[config.mk]
export PLATFORM = sky130hd
export DESIGN_NAME = axil_ctrl_regs
export DESIGN_NICKNAME = d
export VERILOG_FILES = /design/src/rtl/axil_ctrl_pkg.sv /design/src/rtl/rst_release_ctr.sv /design/src/rtl/axil_ctrl_regs.sv
export SDC_FILE = /design/constraint.sdc
export NUM_CORES = 1
export LEC_CHECK = 0
export ABC_AREA = 1
export CAP_MARGIN = 20
export CORE_ASPECT_RATIO = 1.4
export CORE_MARGIN = 2
export CORE_UTILIZATION = 45
export DETAILED_ROUTE_END_ITERATION = 8
export PLACE_DENSITY_LB_ADDON = 0.3
export SLEW_MARGIN = 20
export SYNTH_ARGS = -nofsm -noshare
export SYNTH_HDL_FRONTEND = slang
export SYNTH_SLANG_ARGS = --single-unit
[constraint.sdc]
create_clock -name clk -period 2.5 [get_ports clk]
set_clock_uncertainty 0.15 [all_clocks]
set_input_delay 0.5 -clock clk [delete_from_list [all_inputs] [get_ports clk]]
set_output_delay 0.5 -clock clk [all_outputs]
set_load 0.05 [all_outputs]
[src/rtl/axil_ctrl_pkg.sv]
// Shared constants and helpers for the AXI-Lite control register block.
package axil_ctrl_pkg;

  localparam logic [1:0] RESP_OKAY   = 2'b00;
  localparam logic [1:0] RESP_SLVERR = 2'b10;
  localparam logic [1:0] RESP_DECERR = 2'b11;

  typedef enum logic {CH_IDLE, CH_RESP} ch_state_e;

  // One extra index bit so STATUS and the DECERR hole above it are decodable.
  function automatic int idx_w(input int n);
    return $clog2(n) + 1;
  endfunction

  // STATUS sits immediately after the last RW register.
  function automatic int status_idx(input int n);
    return n;
  endfunction

endpackage

[src/rtl/rst_release_ctr.sv]
// Delayed release of an active-low core reset once enable is held high.
module rst_release_ctr #(
  parameter int DELAY = 16
) (
  input  logic clk,
  input  logic rst,
  input  logic enable,
  output logic resetn
);

  localparam logic [15:0] LIMIT = 16'(DELAY);

  logic [15:0] cnt;

  // Counter saturates at LIMIT; dropping enable restarts the count.
  always_ff @(posedge clk) begin
    if (rst || !enable) begin
      cnt    <= '0;
      resetn <= 1'b0;
    end else if (cnt == LIMIT) begin
      resetn <= 1'b1;
    end else begin
      cnt <= cnt + 16'd1;
    end
  end

endmodule

[src/rtl/axil_ctrl_regs.sv]
// AXI-Lite slave: NUM_REGS RW registers, a live status word, and core reset release.
module axil_ctrl_regs
  import axil_ctrl_pkg::*;
#(
  parameter int          NUM_REGS      = 4,
  parameter logic [31:0] REG0_RESET    = 32'h0,
  parameter int          RELEASE_DELAY = 16
) (
  input  logic                     clk,
  input  logic                     rst,
  input  logic [31:0]              s_axil_awaddr,
  input  logic                     s_axil_awvalid,
  output logic                     s_axil_awready,
  input  logic [31:0]              s_axil_wdata,
  input  logic [3:0]               s_axil_wstrb,
  input  logic                     s_axil_wvalid,
  output logic                     s_axil_wready,
  output logic [1:0]               s_axil_bresp,
  output logic                     s_axil_bvalid,
  input  logic                     s_axil_bready,
  input  logic [31:0]              s_axil_araddr,
  input  logic                     s_axil_arvalid,
  output logic                     s_axil_arready,
  output logic [31:0]              s_axil_rdata,
  output logic [1:0]               s_axil_rresp,
  output logic                     s_axil_rvalid,
  input  logic                     s_axil_rready,
  input  logic [31:0]              status_in,
  output logic [32*NUM_REGS-1:0]   regs_out,
  output logic [NUM_REGS-1:0]      reg_wr_pulse,
  output logic                     core_resetn
);

  localparam int               IDX_W  = idx_w(NUM_REGS);
  localparam int               RI_W   = $clog2(NUM_REGS);
  localparam logic [IDX_W-1:0] ST_IDX = IDX_W'(status_idx(NUM_REGS));

  logic [NUM_REGS-1:0][31:0] regs;
  logic [IDX_W-1:0]          widx, ridx;
  logic                      wr_acc, rd_acc;
  logic [1:0]                wresp, rresp_nxt;
  logic [31:0]               rdata_nxt;
  ch_state_e                 wstate, wnext, rstate, rnext;

  assign widx     = s_axil_awaddr[IDX_W+1:2];
  assign ridx     = s_axil_araddr[IDX_W+1:2];
  assign regs_out = regs;

  assign wr_acc = s_axil_awvalid && s_axil_wvalid && !s_axil_awready &&
                  (!s_axil_bvalid || s_axil_bready);
  assign rd_acc = s_axil_arvalid && !s_axil_arready &&
                  (!s_axil_rvalid || s_axil_rready);

  always_comb begin
    wresp = RESP_DECERR;
    if (widx < ST_IDX)       wresp = RESP_OKAY;
    else if (widx == ST_IDX) wresp = RESP_SLVERR;
  end

  always_comb begin
    rdata_nxt = '0;
    rresp_nxt = RESP_DECERR;
    if (ridx < ST_IDX) begin
      rdata_nxt = regs[ridx[RI_W-1:0]];
      rresp_nxt = RESP_OKAY;
    end else if (ridx == ST_IDX) begin
      rdata_nxt = status_in;
      rresp_nxt = RESP_OKAY;
    end
  end

  // Channel FSMs: RESP state is the pending-response (valid) flag.
  always_ff @(posedge clk) begin
    if (rst) begin
      wstate <= CH_IDLE;
      rstate <= CH_IDLE;
    end else begin
      wstate <= wnext;
      rstate <= rnext;
    end
  end

  always_comb begin
    wnext = wstate;
    rnext = rstate;
    s_axil_bvalid = (wstate == CH_RESP);
    s_axil_rvalid = (rstate == CH_RESP);
    if (wr_acc)                               wnext = CH_RESP;
    else if (wstate == CH_RESP && s_axil_bready) wnext = CH_IDLE;
    if (rd_acc)                               rnext = CH_RESP;
    else if (rstate == CH_RESP && s_axil_rready) rnext = CH_IDLE;
  end

  always_ff @(posedge clk) begin
    if (rst) begin
      s_axil_awready <= 1'b0;
      s_axil_wready  <= 1'b0;
      s_axil_bresp   <= RESP_OKAY;
      reg_wr_pulse   <= '0;
      regs           <= '0;
      regs[0]        <= REG0_RESET;
    end else begin
      s_axil_awready <= wr_acc;
      s_axil_wready  <= wr_acc;
      reg_wr_pulse   <= '0;
      if (wr_acc) begin
        s_axil_bresp <= wresp;
        if (wresp == RESP_OKAY) begin
          reg_wr_pulse[widx[RI_W-1:0]] <= 1'b1;
          for (int k = 0; k < 4; k++)
            if (s_axil_wstrb[k])
              regs[widx[RI_W-1:0]][8*k +: 8] <= s_axil_wdata[8*k +: 8];
        end
      end
    end
  end

  // Read data is latched from pre-write register contents.
  always_ff @(posedge clk) begin
    if (rst) begin
      s_axil_arready <= 1'b0;
      s_axil_rdata   <= '0;
      s_axil_rresp   <= RESP_OKAY;
    end else begin
      s_axil_arready <= rd_acc;
      if (rd_acc) begin
        s_axil_rdata <= rdata_nxt;
        s_axil_rresp <= rresp_nxt;
      end
    end
  end

  rst_release_ctr #(.DELAY(RELEASE_DELAY)) u_release (
    .clk    (clk),
    .rst    (rst),
    .enable (regs[0][0]),
    .resetn (core_resetn)
  );

endmodule

==> metrics.txt <==
status=complete, no violations; CTS root buffer=clkbuf_16; Post-CTS Resized=0; first-pass GRT wire length=~46,000 µm; CTS Buf Count=17; Worst VDD drop=between 0.4 and 0.5 mV; Critical path buffers and inverters=1; RSZ-0062 raised after global routing=false; net count of the finished layout=roughly 1,700; Post-Syn Area=around 8900 µm²; endpoints failing setup=0; Critical Path RT=about 1900 ps; CTS tree=done; crit-path cells=clkdlybuf4s50_1; reg-to-reg slack, setup=770 ps; area of the multi-input gates=roughly 4500 µm²; TNS Setup=0 ps; Commonest cells post-synth=nand2_1, nor2_1, nand3_1, dfxtp_1, inv_1; CP arrival=about 1700 ps; Crit Path Max Fanout=4; kind of cell adding the most delay to the critical path=buffers and inverters; share of the synthesized area in the top cell type=a little over two fifths; drt initial violations=around 670; antenna fix cells=0; cells taking the most area after synthesis=dfxtp_1, nand2_1, nand3_1, nor2_1, inv_1; Hold Path Class=flop to flop; hold_sp=u_release.cnt[15]$_SDFFE_PP0P_; Setup Buffers After CTS=0; post-route ant nets=0; max-cap violations=0; DIE HEIGHT=~170 µm; Power Dens Cells=568 nW/µm²; CP Depth=1; Site Rows=a little over 60; Seq cells post-synth=between 150 and 200; Synth Flop Type=dfxtp_1; worst hold path cell count=2; Synth Net Count=around 1,500; CP max stage cell=clkdlybuf4s50_1; worst skew pair latency=around 430 ps; die width=around 120 µm; max incr delay on CP=approximately 850 ps; startpoint types=flop; ys async rst share=0%; final critical-path required period=around 2400 ps; Worst-path clk slew=about 70 ps; die footprint=about 21,000 µm²; Initial Utilization=between 40% and 50%; gpl congestion=slightly above 0.9; Syn Area/Cell=between 6 and 7 µm²; period utilisation layout=between 90% and 100%; max_slew headroom=60.3%; final wirelength=roughly 29,000 µm; Post-Syn Instances=between 1,000 and 1,500; Final Max Slew Viols=0; I/O pins=between 300 and 400; First-pass DRT Iterations=5; Worst Setup End Kind=primary output; total power=slightly below 0.007 W; routed vias=~9,400; post-synth top area cell=dfxtp_1; # hold bufs at CTS=0; count of different cell masters after synthesis=27; largest net degree at the start of global routing=87; post-DR vias/cell=between 5 and 6; global route overflow=0; Detailed Place HPWL=approximately 21,000 µm; wire per inst=~16 µm; CTS sink count=~190; most common cell in the netlist=nand2_1; vias in the first global route=between 8,000 and 9,000; Total Routing Usage GR=between 20% and 30%; initial antenna violation count=1; Port Buffers=about 250; register area share after synthesis=between 40% and 50%; # fillers=roughly 1,800; Static Leak=4.64 nW; fmax=~420 MHz; Clock Tree Buf Depth=2; FF-to-FF path depth=6; slew at the pin with the worst max-slew slack=594 ps; YS warnings=0; final hold violations=0; Area growth syn-to-layout=37.3%; reg-to-reg endpoint=u_release.cnt[8]$_SDFFE_PP0P_; Post-synth EDFFs=0; core area=about 20,000 µm²; H-tree Lvls=4; DRC violations left=0; layout cells sized above 1=6.70%; Reg area=roughly 3800 µm²; crit path kind=flop to primary output; Worst Hold Path EP=u_release.cnt[15]$_SDFFE_PP0P_; r2r startpoint=u_release.cnt[1]$_SDFFE_PP0P_
state kept, by name, summed over array words and instances (netlist names):
name              cells
s_axil_rresp          1
s_axil_arready        1
u_release.resetn      1
s_axil_rdata         32
s_axil_bresp          2
reg_wr_pulse          4
regs_out            128
u_release.cnt        16
s_axil_wready         1
s_axil_rvalid         1
s_axil_bvalid         1
worst register-to-register path: cells and delay by family, from the launching register on:
| kind | cells | cell delay [ps] |
|---|---|---|
| simple gates | 2 | 490 |
| flops | 1 | 360 |
| fa+ha+maj | 1 | 220 |
| compound gates | 2 | 250 |
| buf+inv | 1 | 150 |
power by group:
group,internal [W],switching (W),leakage (nW)
registers,0.00307,0.0000467,1.52
logic,0.000388,0.000723,2.84
clock network,0.00156,0.00117,0.283
total,0.00502,0.00194,4.64
routing by layer:
layer  track usage (%)  up-vias  share of wire [%]
met4              11.0        0                3.1
met3              6.07       56                6.9
met2              50.4      349                 51
li1                  -     4688                  -
met5                 0        -                  0
met1              31.9     4331                 39
layout by cell type, fill, tap and decap left out, drive strengths merged:
cell	synthesis	routed
clkbuf	27	19
o22ai	1	1
dfxtp	188	188
ha	2	2
nand3	242	242
nand2	322	322
a21oi	16	16
o21ai	41	41
clkinvlp	0	1
nand4	7	7
xor2	1	1
a31oi	33	33
clkdlybuf4s50	0	251
nor3	9	9
inv	75	77
nor2	305	305
buf	52	30
clkinv	0	5
bufinv	0	3
metrics by stage:
stage / hold WS, ps / cells / instance area (µm²) / utilization (%) / setup slack (ps)
2_1_floorplan: 289 / 1321 / 8930 / - / 800
3_3_place_gp: 293 / 1775 / 11700 / 59.3 / 171
3_5_place_dp: 304 / 1775 / 11700 / 59.3 / 114
4_1_cts: 317 / 1805 / 12300 / 62.3 / 132
5_1_grt: 334 / 1805 / 12300 / 62.3 / 112
6_report: 316 / 1805 / 12300 / 62.3 / 140
kinds of logic after synthesis:
family                   count (synthesis)  share of synthesized area, %
AO/OA/AOI/OAI                           91                          5.58
XOR/XNOR                                 1                        0.0981
adder cells (fa/ha/maj)                  2                         0.280
buffers and inverters                  154                          8.06
flip-flops                             188                          42.1
AND/OR/NAND/NOR                        885                          43.8
cell type report:
class	instances	share of cell area [%]
clock buffers	19	3.53
multi-input cells	979	36.4
clock inverters	11	1.17
repair buffers	281	23.3
well taps	252	2.57
flip-flops and latches	188	30.7
inverters	75	2.32
how the worst max path moves through the flow:
stage                                   from                         end
floorplan           s_axil_wready$_SDFF_PP0_  regs_out[124]$_SDFFE_PP0P_
global placement               s_axil_wvalid  regs_out[118]$_SDFFE_PP0P_
detailed placement            s_axil_awvalid  regs_out[114]$_SDFFE_PP0P_
CTS                 regs_out[0]$_SDFFE_PP0P_                 regs_out[0]
global route        regs_out[0]$_SDFFE_PP0P_                 regs_out[0]
finish              regs_out[0]$_SDFFE_PP0P_                 regs_out[0]
Power figures use the tool's default switching activity.
